===== src/rtl/fx_pkg.sv =====
// Shared types, defaults and helpers for the stereo fx scheduler.
package fx_pkg;

    localparam int unsigned DW_DEF      = 24;
    localparam int unsigned TIMEOUT_DEF = 64;
    localparam int unsigned XF_LOG2_DEF = 6;

    typedef logic signed [DW_DEF-1:0] sample_t;

    typedef enum logic [2:0] {
        S_IDLE,
        S_ISSUE_L,
        S_WAIT_L,
        S_ISSUE_R,
        S_WAIT_R,
        S_EMIT
    } fx_state_t;

    // Width of a counter that must hold values 0..n-1.
    function automatic int unsigned cnt_width(input int unsigned n);
        return (n > 1) ? $clog2(n) : 1;
    endfunction

endpackage


===== src/rtl/fx_xfade.sv =====
// Wet/dry crossfade mixer with per-frame k counter; only instantiated when
// FX_SCHED_SOFT_BYPASS_EN is defined.
module fx_xfade
    import fx_pkg::*;
#(
    parameter int unsigned DW      = DW_DEF,
    parameter int unsigned XF_LOG2 = XF_LOG2_DEF
) (
    input  logic          clk,
    input  logic          rst,
    input  logic          step_i,
    input  logic          bypass_new_i,
    input  logic          bypass_i,
    input  logic [DW-1:0] wet_l_i,
    input  logic [DW-1:0] wet_r_i,
    input  logic [DW-1:0] dry_l_i,
    input  logic [DW-1:0] dry_r_i,
    output logic          run_eng_c,
    output logic [DW-1:0] mix_l_c,
    output logic [DW-1:0] mix_r_c
);

    localparam int unsigned KW = XF_LOG2 + 1;
    localparam int unsigned MW = DW + XF_LOG2 + 1;
    localparam logic [KW-1:0] K_MAX = KW'(2 ** XF_LOG2);

    logic [KW-1:0] k_q;
    logic [KW-1:0] k_d;

    // k moves one step per frame toward 0 (dry) or K_MAX (wet).
    function automatic logic [KW-1:0] k_next(input logic [KW-1:0] k, input logic byp);
        if (byp && (k != '0)) begin
            return k - KW'(1);
        end
        if (!byp && (k != K_MAX)) begin
            return k + KW'(1);
        end
        return k;
    endfunction

    function automatic logic [DW-1:0] mix(input logic [DW-1:0] wet,
                                          input logic [DW-1:0] dry,
                                          input logic [KW-1:0] k);
        logic signed [MW-1:0] acc;
        acc = MW'($signed(wet)) * $signed(MW'(k))
            + MW'($signed(dry)) * $signed(MW'(K_MAX - k));
        return DW'(acc >>> XF_LOG2);
    endfunction

    // The frame in flight mixes with the k it will commit at EMIT.
    always_comb begin
        k_d       = k_next(k_q, bypass_i);
        run_eng_c = (k_next(k_q, bypass_new_i) != '0);
        mix_l_c   = mix(wet_l_i, dry_l_i, k_d);
        mix_r_c   = mix(wet_r_i, dry_r_i, k_d);
    end

    always_ff @(posedge clk or negedge rst) begin
        if (!rst) begin
            k_q <= K_MAX;
        end else if (step_i) begin
            k_q <= k_d;
        end
    end

endmodule


===== src/rtl/fx_scheduler.sv =====
// Shares one mono engine between left/right channels per stereo frame.
// Optional soft bypass crossfade: define FX_SCHED_SOFT_BYPASS_EN.
module fx_scheduler
    import fx_pkg::*;
#(
    parameter int unsigned DW      = DW_DEF,
    parameter int unsigned TIMEOUT = TIMEOUT_DEF,
    parameter int unsigned XF_LOG2 = XF_LOG2_DEF
) (
    input  logic          clk,
    input  logic          rst,
    input  logic          in_valid,
    input  logic [DW-1:0] in_l,
    input  logic [DW-1:0] in_r,
    input  logic          bypass,
    output logic          eng_start,
    output logic [DW-1:0] eng_in,
    input  logic          eng_done,
    input  logic [DW-1:0] eng_out,
    output logic          out_valid,
    output logic [DW-1:0] out_l,
    output logic [DW-1:0] out_r,
    output logic          busy,
    output logic          overrun,
    output logic          timeout,
    input  logic          flag_clr
);

    localparam int unsigned   CW       = cnt_width(TIMEOUT);
    localparam logic [CW-1:0] CNT_LAST = CW'(TIMEOUT - 1);

    fx_state_t     state_q, state_d;
    logic [DW-1:0] dry_l_q, dry_l_d;
    logic [DW-1:0] dry_r_q, dry_r_d;
    logic [DW-1:0] wet_l_q, wet_l_d;
    logic [DW-1:0] wet_r_q, wet_r_d;
    logic          bypass_q, bypass_d;
    logic [CW-1:0] cnt_q, cnt_d;
    logic          drop_q, drop_d;
    logic          eng_start_q, eng_start_d;
    logic [DW-1:0] eng_in_q, eng_in_d;
    logic          out_valid_q, out_valid_d;
    logic [DW-1:0] out_l_q, out_l_d;
    logic [DW-1:0] out_r_q, out_r_d;
    logic          busy_q, busy_d;
    logic          overrun_q, overrun_d;
    logic          timeout_q, timeout_d;
    logic          done_ok_c;
    logic          run_eng_c;

`ifdef FX_SCHED_SOFT_BYPASS_EN
    logic [DW-1:0] mix_l_c;
    logic [DW-1:0] mix_r_c;
    logic          xf_step_c;

    assign xf_step_c = (state_q == S_EMIT);

    fx_xfade #(
        .DW      (DW),
        .XF_LOG2 (XF_LOG2)
    ) u_xfade (
        .clk          (clk),
        .rst          (rst),
        .step_i       (xf_step_c),
        .bypass_new_i (bypass),
        .bypass_i     (bypass_q),
        .wet_l_i      (wet_l_q),
        .wet_r_i      (wet_r_q),
        .dry_l_i      (dry_l_q),
        .dry_r_i      (dry_r_q),
        .run_eng_c    (run_eng_c),
        .mix_l_c      (mix_l_c),
        .mix_r_c      (mix_r_c)
    );
`else
    logic xf_unused;

    assign run_eng_c = !bypass;
    assign xf_unused = ^XF_LOG2;
`endif

    // A late done for a channel that already timed out must not be taken
    // as the answer for the next request.
    assign done_ok_c = eng_done && !drop_q;

    always_comb begin
        state_d     = state_q;
        dry_l_d     = dry_l_q;
        dry_r_d     = dry_r_q;
        wet_l_d     = wet_l_q;
        wet_r_d     = wet_r_q;
        bypass_d    = bypass_q;
        cnt_d       = cnt_q;
        drop_d      = drop_q;
        eng_start_d = 1'b0;
        eng_in_d    = eng_in_q;
        out_valid_d = 1'b0;
        out_l_d     = out_l_q;
        out_r_d     = out_r_q;
        busy_d      = busy_q;
        overrun_d   = overrun_q;
        timeout_d   = timeout_q;

        if (eng_done && drop_q) begin
            drop_d = 1'b0;
        end
        if (flag_clr) begin
            overrun_d = 1'b0;
            timeout_d = 1'b0;
        end
        if (in_valid && (state_q != S_IDLE)) begin
            overrun_d = 1'b1;
        end

        unique case (state_q)
            S_IDLE: begin
                if (in_valid) begin
                    dry_l_d  = in_l;
                    dry_r_d  = in_r;
                    bypass_d = bypass;
                    busy_d   = 1'b1;
                    drop_d   = 1'b0;
                    if (run_eng_c) begin
                        state_d     = S_ISSUE_L;
                        eng_start_d = 1'b1;
                        eng_in_d    = in_l;
                    end else begin
                        state_d = S_EMIT;
                    end
                end
            end
            S_ISSUE_L: begin
                state_d = S_WAIT_L;
                cnt_d   = '0;
            end
            S_WAIT_L: begin
                if (done_ok_c || (cnt_q == CNT_LAST)) begin
                    if (done_ok_c) begin
                        wet_l_d = eng_out;
                    end else begin
                        wet_l_d   = dry_l_q;
                        timeout_d = 1'b1;
                        drop_d    = 1'b1;
                    end
                    state_d     = S_ISSUE_R;
                    eng_start_d = 1'b1;
                    eng_in_d    = dry_r_q;
                end else begin
                    cnt_d = cnt_q + CW'(1);
                end
            end
            S_ISSUE_R: begin
                state_d = S_WAIT_R;
                cnt_d   = '0;
            end
            S_WAIT_R: begin
                if (done_ok_c || (cnt_q == CNT_LAST)) begin
                    if (done_ok_c) begin
                        wet_r_d = eng_out;
                    end else begin
                        wet_r_d   = dry_r_q;
                        timeout_d = 1'b1;
                        drop_d    = 1'b1;
                    end
                    state_d = S_EMIT;
                end else begin
                    cnt_d = cnt_q + CW'(1);
                end
            end
            S_EMIT: begin
                out_valid_d = 1'b1;
                busy_d      = 1'b0;
                state_d     = S_IDLE;
`ifdef FX_SCHED_SOFT_BYPASS_EN
                out_l_d     = mix_l_c;
                out_r_d     = mix_r_c;
`else
                out_l_d     = bypass_q ? dry_l_q : wet_l_q;
                out_r_d     = bypass_q ? dry_r_q : wet_r_q;
`endif
            end
            default: begin
                state_d = S_IDLE;
            end
        endcase
    end

    always_ff @(posedge clk or negedge rst) begin
        if (!rst) begin
            state_q     <= S_IDLE;
            dry_l_q     <= '0;
            dry_r_q     <= '0;
            wet_l_q     <= '0;
            wet_r_q     <= '0;
            bypass_q    <= 1'b0;
            cnt_q       <= '0;
            drop_q      <= 1'b0;
            eng_start_q <= 1'b0;
            eng_in_q    <= '0;
            out_valid_q <= 1'b0;
            out_l_q     <= '0;
            out_r_q     <= '0;
            busy_q      <= 1'b0;
            overrun_q   <= 1'b0;
            timeout_q   <= 1'b0;
        end else begin
            state_q     <= state_d;
            dry_l_q     <= dry_l_d;
            dry_r_q     <= dry_r_d;
            wet_l_q     <= wet_l_d;
            wet_r_q     <= wet_r_d;
            bypass_q    <= bypass_d;
            cnt_q       <= cnt_d;
            drop_q      <= drop_d;
            eng_start_q <= eng_start_d;
            eng_in_q    <= eng_in_d;
            out_valid_q <= out_valid_d;
            out_l_q     <= out_l_d;
            out_r_q     <= out_r_d;
            busy_q      <= busy_d;
            overrun_q   <= overrun_d;
            timeout_q   <= timeout_d;
        end
    end

    assign eng_start = eng_start_q;
    assign eng_in    = eng_in_q;
    assign out_valid = out_valid_q;
    assign out_l     = out_l_q;
    assign out_r     = out_r_q;
    assign busy      = busy_q;
    assign overrun   = overrun_q;
    assign timeout   = timeout_q;

endmodule

===== config.mk =====
export PLATFORM = sky130hd
export DESIGN_NAME = fx_scheduler
export DESIGN_NICKNAME = d
export VERILOG_FILES = /design/src/rtl/fx_pkg.sv /design/src/rtl/fx_xfade.sv /design/src/rtl/fx_scheduler.sv
export SDC_FILE = /design/constraint.sdc
export NUM_CORES = 1
export LEC_CHECK = 0
export CAP_MARGIN = 20
export CORE_MARGIN = 5
export CORE_UTILIZATION = 25
export DETAILED_ROUTE_END_ITERATION = 8
export PLACE_DENSITY = 0.47
export SLEW_MARGIN = 10
export SYNTH_ARGS = -nofsm -noshare
export SYNTH_HDL_FRONTEND = slang
export SYNTH_SLANG_ARGS = --single-unit

===== constraint.sdc =====
create_clock -name clk -period 2.6 [get_ports clk]
set_input_delay 0.78 -clock clk [delete_from_list [all_inputs] [get_ports clk]]
set_output_delay 0.78 -clock clk [all_outputs]
set_load 0.02 [all_outputs]

==> flow_summary.json, run 1 <==
{
  "outcome": "complete, no violations",
  "layout_min_cycle_time_ns": 2.25,
  "grt_pass1_wl_um": 38900,
  "drv_slew": 0,
  "cp_top_family": "buffers and inverters",
  "dieWidth_um": 191,
  "cts_tree": "yes",
  "design.core.area_um2": 32400,
  "cp_cell_sequence": "clkdlybuf4s50_1",
  "antenna_cells": 0,
  "syn_inst": 868,
  "clk_root_buffer_cell": "clkbuf_16",
  "cp_slowest_cell": "clkdlybuf4s50_1",
  "post_cts_resized": 0,
  "ant_nets": 0,
  "cp-end-kind": "output pin",
  "wl_per_cell_um": 16.8,
  "routed_wl_um": 24500,
  "drt-pass1-iter-count": 4,
  "rsz0062_at_grt": "no",
  "slew_headroom": 0.628,
  "place.gp.congestion": 0.748,
  "cp-start-kind": "flop",
  "crit_arrival_ns": 1.47,
  "drc": 0,
  "synth_cell_types": 39,
  "num_io_pins": 155,
  "cts_num_sinks": 184,
  "yosysSeqAreaShare": 0.564,
  "rows": 66,
  "ys_ff_latch": 184,
  "final_util": 0.338,
  "num_vias": 6361,
  "htree_num_levels": 4,
  "fin_crit_sh": 0.864,
  "syn_avg_cell_area_um2": 9.41,
  "cp.required_ns": 1.82,
  "clk_pin_slew_worst_paths_ns": 0.08,
  "die-area_um2": 36400,
  "drt_iter0_markers": 349,
  "tns_ns": 0,
  "report.power.total_mw": 13.0,
  "gr-total-overflow": 0,
  "clk_latency_ns": 0.44,
  "cap_violations": 0,
  "worst_ir_drop_vdd_uv": 516,
  "hold_viol": 0,
  "p_leak_nw": 4.88,
  "cts_buffers": 17,
  "multi_input_area_um2": 3270,
  "nNetsFinal": 1083,
  "post_cts_buffers": 0,
  "skew_ns": 0.0142,
  "port_buffers": 154,
  "cts.path.max_buffers": 2,
  "fillCellCount": 3387,
  "dieHeight_um": 191,
  "tightest_slew_ns": 0.558,
  "place.detailed.hpwl_um": 16600,
  "cts-hold-fix-buffers": 0,
  "syn_nets": 947,
  "ys_warn_count": 0,
  "worstSetupPathType": "flop to output pin",
  "dp.cells": 1427,
  "max_freq_ghz": 0.445,
  "area_delta_synth_final_pct": 34.0,
  "antenna_found_initial": 0,
  "max_stage_delay_ns": 0.68,
  "path_buf_inv": 1,
  "grt_start_max_net_pins": 59,
  "syn_area_um2": 8170,
  "viasPerCell": 4.36,
  "layout-drive-gt1-share": 0.0718,
  "first_global_vias": 6587,
  "setup_violations": 0,
  "start_util": 0.252,
  "min_path_type": "primary input to asynchronous set/reset pin",
  "grt_usage": 0.138,
  "seq_area_um2": 4610,
  "critical_path.max_fanout": 2,
  "powerDensity_nw_per_um2": 1190,
  "fin_cells": 1459
}
==> per-stage QoR <==
step / hold slack (ns) / worst slack [ns] / area [µm²]
4_1_cts: 0.344 / 0.286 / 10900
3_5_place_dp: 0.470 / 0.0968 / 10300
5_1_grt: 0.371 / 0.254 / 10900
3_3_place_gp: 0.462 / 0.119 / 10300
6_report: 0.343 / 0.353 / 10900
2_1_floorplan: 0.449 / 0.523 / 8170
==> kinds of logic (layout without fill, tap and decap cells) <==
family	after synthesis	in the layout	share of synthesized area
XOR/XNOR	2	2	0.00215
flip-flops	184	184	0.564
buffers and inverters	70	219	0.0408
multiplexers	74	74	0.0909
adder cells (fa/ha/maj)	1	1	0.00153
AO/OA/AOI/OAI	201	201	0.131
AND/OR/NAND/NOR	336	336	0.170
==> flip-flops by register name, summed over array words and instances (netlist names) <==
name	cells
wet_l_q	24
state_q	3
out_r	24
eng_start	1
dry_l_q	24
cnt_q	6
wet_r_q	24
drop_q	1
out_l	24
eng_in	24
timeout	1
out_valid	1
bypass_q	1
dry_r_q	24
busy	1
overrun	1
==> path summary, 6_finish.rpt <==
kind                            from         end  slack (ns)  cells after the start
hold reg to reg            out_r[12]   out_r[12]        0.48                      2
setup reg to reg            cnt_q[0]  wet_l_q[7]        0.66                      7
hold / removal                   rst   out_r[13]        0.34                      1
max in group asynchronous        rst    cnt_q[3]        1.64                      2
setup / recovery            out_l[3]    out_l[3]        0.35                      1
min in group clk           out_r[12]   out_r[12]        0.48                      2
==> cell type report <==
class | instances | share of cell area
multi-input combinational | 614 | 0.299
clock inverter | 13 | 0.0156
tap | 442 | 0.0505
inverter | 5 | 0.00172
timing repair buffer | 182 | 0.172
clock buffer | 19 | 0.0405
sequential | 184 | 0.421
==> layout by cell type, fill, tap and decap left out, types with 2 or more instances in the layout <==
master           synthesis  routed
nand3_1                 11      10
and2_1                  26      24
o31ai_1                  2       2
clkinv_4                 0       6
a31oi_1                  3       3
a32oi_1                  2       2
buf_4                    0      18
buf_12                   0      10
clkbuf_16                0      17
nor2b_1                  3       2
bufinv_16                0       3
mux2i_1                 73      73
a2bb2oi_1                2       2
and2_2                   0       2
clkbuf_8                 0       2
nand2b_1                 3       2
o21ai_1                  9       9
xnor2_1                  2       2
dfrtp_1                184     183
nor2_1                  34      33
a21oi_1                 76      76
clkdlybuf4s50_1          0     153
inv_1                    5       5
inv_6                    0       2
nand2_1                249     249
o21ai_0                 98      98
o211ai_1                 2       2
clkinv_2                 0       2
==> routing by layer <==
layer  up-vias  track usage  share of wire
met1      3068        0.195           0.50
met4         0       0.0315         0.0094
met3        15       0.0304          0.035
met5         -            0              0
li1       3168            -              -
met2       110        0.216           0.45
==> Yosys cell counts (all sizes together) <==
| library cell | number | area, µm² |
|---|---|---|
| nand2 | 249 | 935 |
| dfrtp | 184 | 4600 |
| o21ai | 107 | 536 |
| a21oi | 76 | 380 |
| mux2i | 73 | 731 |
| clkbuf | 38 | 143 |
| nor2 | 34 | 128 |
| buf | 27 | 171 |
| and2 | 26 | 163 |
| nand3 | 11 | 55.1 |
| inv | 5 | 18.8 |
| a2bb2oi | 3 | 32.5 |
| a31oi | 3 | 18.8 |
| nand2b | 3 | 18.8 |
| nor2b | 3 | 18.8 |
| or2 | 3 | 18.8 |
| a31o | 2 | 26.3 |
| a32oi | 2 | 17.5 |
| and3 | 2 | 17.5 |
| o211ai | 2 | 15.0 |
| o31ai | 2 | 15.0 |
| xnor2 | 2 | 17.5 |
| a22oi | 1 | 7.51 |
| a311oi | 1 | 8.76 |
| ha | 1 | 12.5 |
| mux2 | 1 | 11.3 |
| nand4 | 1 | 6.26 |
| nor3 | 1 | 5.00 |
| nor4 | 1 | 6.26 |
| o22a | 1 | 8.76 |
| o22ai | 1 | 6.26 |
| or3 | 1 | 6.26 |
| or4 | 1 | 7.51 |
==> report_power, final <==
| group | total [mW] | internal (mW) | switching (mW) |
|---|---|---|---|
| clock | 2.76 | 1.55 | 1.20 |
| sequential | 5.15 | 4.13 | 1.02 |
| combinational | 5.14 | 2.33 | 2.81 |
| total | 13.0 | 8.02 | 5.03 |
Power figures use the tool's default switching activity.
==> run 2: changes to the inputs <==
--- a/config.mk
+++ b/config.mk
@@ -5,8 +5,7 @@
 export SDC_FILE = /design/constraint.sdc
 export NUM_CORES = 1
 export LEC_CHECK = 0
-export CAP_MARGIN = 20
-export CORE_MARGIN = 5
+export CORE_MARGIN = 8
 export CORE_UTILIZATION = 25
 export DETAILED_ROUTE_END_ITERATION = 8
 export PLACE_DENSITY = 0.47
==> run 2 against run 1 <==
Net effect: register-to-register slack better by 0.02 ns; routed wire length grew 1.5%; core utilization down 0.12 points; cell count is 0.27% lower; sequential share of layout area grew 0.15 points; final area shrank 0.35%; combinational power about the same; die area increased by 6.4%; global-route usage shrank 0.69 points; critical endpoint is now out_l[0]; largest power group unchanged; highest routed layer unchanged.
==> flow_summary.json, run 2 (synthesis gave the netlist of run 1 again) <==
{
  "min_path_type": "primary input to asynchronous set/reset pin",
  "hold_viol": 0,
  "r2r-start": "state_q[2]",
  "clk_root_buffer_cell": "clkbuf_16",
  "p_sw_mw": 5.14,
  "cp-end-kind": "output pin",
  "slew_headroom": 0.640,
  "p_leak_nw": 4.86,
  "final_cell_area_um2": 10900,
  "cp.required_ns": 1.82,
  "gr-usage-met3": 0.0297,
  "internal_power_mw": 7.84,
  "cts-hold-fix-buffers": 0,
  "num_vias": 6346,
  "rows": 66,
  "worstSetupPathType": "flop to output pin",
  "wl_per_cell_um": 17.1,
  "place.gp.congestion": 0.741,
  "skew_ns": 0.0138,
  "dp_slack_ns": 0.132,
  "die-area_um2": 38700,
  "cts_tree": "yes",
  "fin_cells": 1455,
  "dpl_cell_area_um2": 10300,
  "crit_arrival_ns": 1.46,
  "p_sw_frac": 0.396,
  "post_cts_buffers": 0,
  "clk_latency_ns": 0.43,
  "grt_busiest_layer": "met2",
  "timing.reg2reg.setup_slack_ns": 0.68,
  "final_cell_mix": "nand2_1, dfrtp_1, clkdlybuf4s50_1",
  "antenna_found_initial": 0,
  "tns_ns": 0,
  "grt_pass1_wl_um": 39800,
  "layout_min_cycle_time_ns": 2.24,
  "grt_usage": 0.131,
  "cts_buffers": 17,
  "area_delta_synth_final_pct": 33.5,
  "dieHeight_um": 197,
  "grtUsageMet1": 0.181,
  "ant_nets": 0,
  "post_cts_resized": 0,
  "clockPowerShare": 0.209,
  "setup_violations": 0,
  "powerDensity_nw_per_um2": 1190,
  "tightest_slew_ns": 0.540,
  "worst_ir_drop_vdd_uv": 404,
  "cp.depth": 1,
  "start_util": 0.252,
  "cp_slowest_cell": "clkdlybuf4s50_1",
  "gr-total-overflow": 0,
  "cts_num_sinks": 184,
  "fin_crit_sh": 0.862,
  "final_common_cell": "nand2_1",
  "routed_wl_um": 24800,
  "design.core.area_um2": 32400,
  "rsz0062_at_grt": "no",
  "grt_start_max_net_pins": 99,
  "port_buffers": 154,
  "layout-drive-gt1-share": 0.0691,
  "critical_path.max_fanout": 2,
  "drt-pass1-iter-count": 4,
  "place.detailed.hpwl_um": 16400,
  "max_stage_delay_ns": 0.68,
  "antenna_cells": 0,
  "dieWidth_um": 197,
  "drv_slew": 0,
  "htree_num_levels": 4,
  "first_global_vias": 6646,
  "cp_cell_sequence": "clkdlybuf4s50_1",
  "combPwrFrac": 0.395,
  "path_buf_inv": 1,
  "nNetsFinal": 1079,
  "cp_top_family": "buffers and inverters",
  "cap_violations": 0,
  "viasPerCell": 4.36,
  "gr-usage-met2": 0.204,
  "max_freq_ghz": 0.446,
  "cts.path.max_buffers": 2,
  "clk_pin_slew_worst_paths_ns": 0.08,
  "power_frac_seq": 0.397,
  "drt_iter0_markers": 361,
  "worst_slack_ns": 0.359,
  "reg2reg_depth": 5,
  "cp-start-kind": "flop",
  "drc": 0,
  "num_io_pins": 155,
  "reg2reg_to": "eng_in[5]",
  "dp.cells": 1423,
  "outcome": "complete, no violations"
}
-- run 2: changes by cell type in the layout (fill, tap and decap cells not counted) --
cell,previous run,this run
bufinv_16,3,1
clkbuf_1,1,0
clkinv_4,6,3
inv_6,2,4
buf_4,18,14
clkinv_2,2,1
clkinv_8,0,3
inv_8,0,3
clkbuf_8,2,1
-- run 2: power by group through the flow --
stage / combinational, mW / clock, mW / sequential (mW)
floorplan: 2.72 / 0 / 5.41
global placement: 5.16 / 0 / 5.20
detailed placement: 5.22 / 0 / 5.22
CTS: 5.25 / 2.81 / 5.17
global route: 5.70 / 2.91 / 5.36
finish: 5.12 / 2.71 / 5.15
-- run 2: cell type report --
cell class / count / area, µm²
fill: 3382 / 21500
multi-input combinational: 614 / 3270
clock buffer: 17 / 425
sequential: 184 / 4610
timing repair buffer: 178 / 1850
tap: 442 / 553
clock inverter: 15 / 179
inverter: 5 / 18.8
-- run 2: worst max-delay path by stage --
stage / start / slack (ns) / end
2_1_floorplan: eng_done / 0.52 / wet_l_q[0]
3_3_place_gp: eng_done / 0.16 / eng_in[10]
3_5_place_dp: in_valid / 0.13 / drop_q
4_1_cts: out_l[3] / 0.29 / out_l[3]
5_1_grt: out_l[3] / 0.24 / out_l[3]
6_report: out_l[0] / 0.36 / out_l[0]
-- run 2: layer usage --
layer  wire [µm]  vias up
met5           0        -
met4         255        0
met3        1020       15
met2       11200      114
met1       12400     3051
li1            -     3166
-- run 2: stage by stage --
step,util,power (mW),hold WS [ns]
floorplan,-,8.13,0.449
global placement,0.318,10.4,0.460
detailed placement,0.318,10.4,0.470
CTS,0.337,13.2,0.327
global route,0.337,14.0,0.343
finish,0.337,13.0,0.327
-- run 2: worst reg2reg max path, cell delays in order (launching register included) --
cell and delay, ns:
dfrtp_1 0.56, nor2_1 0.30, and2_2 0.25, buf_4 0.32, mux2i_1 0.26, o21ai_0 0.10
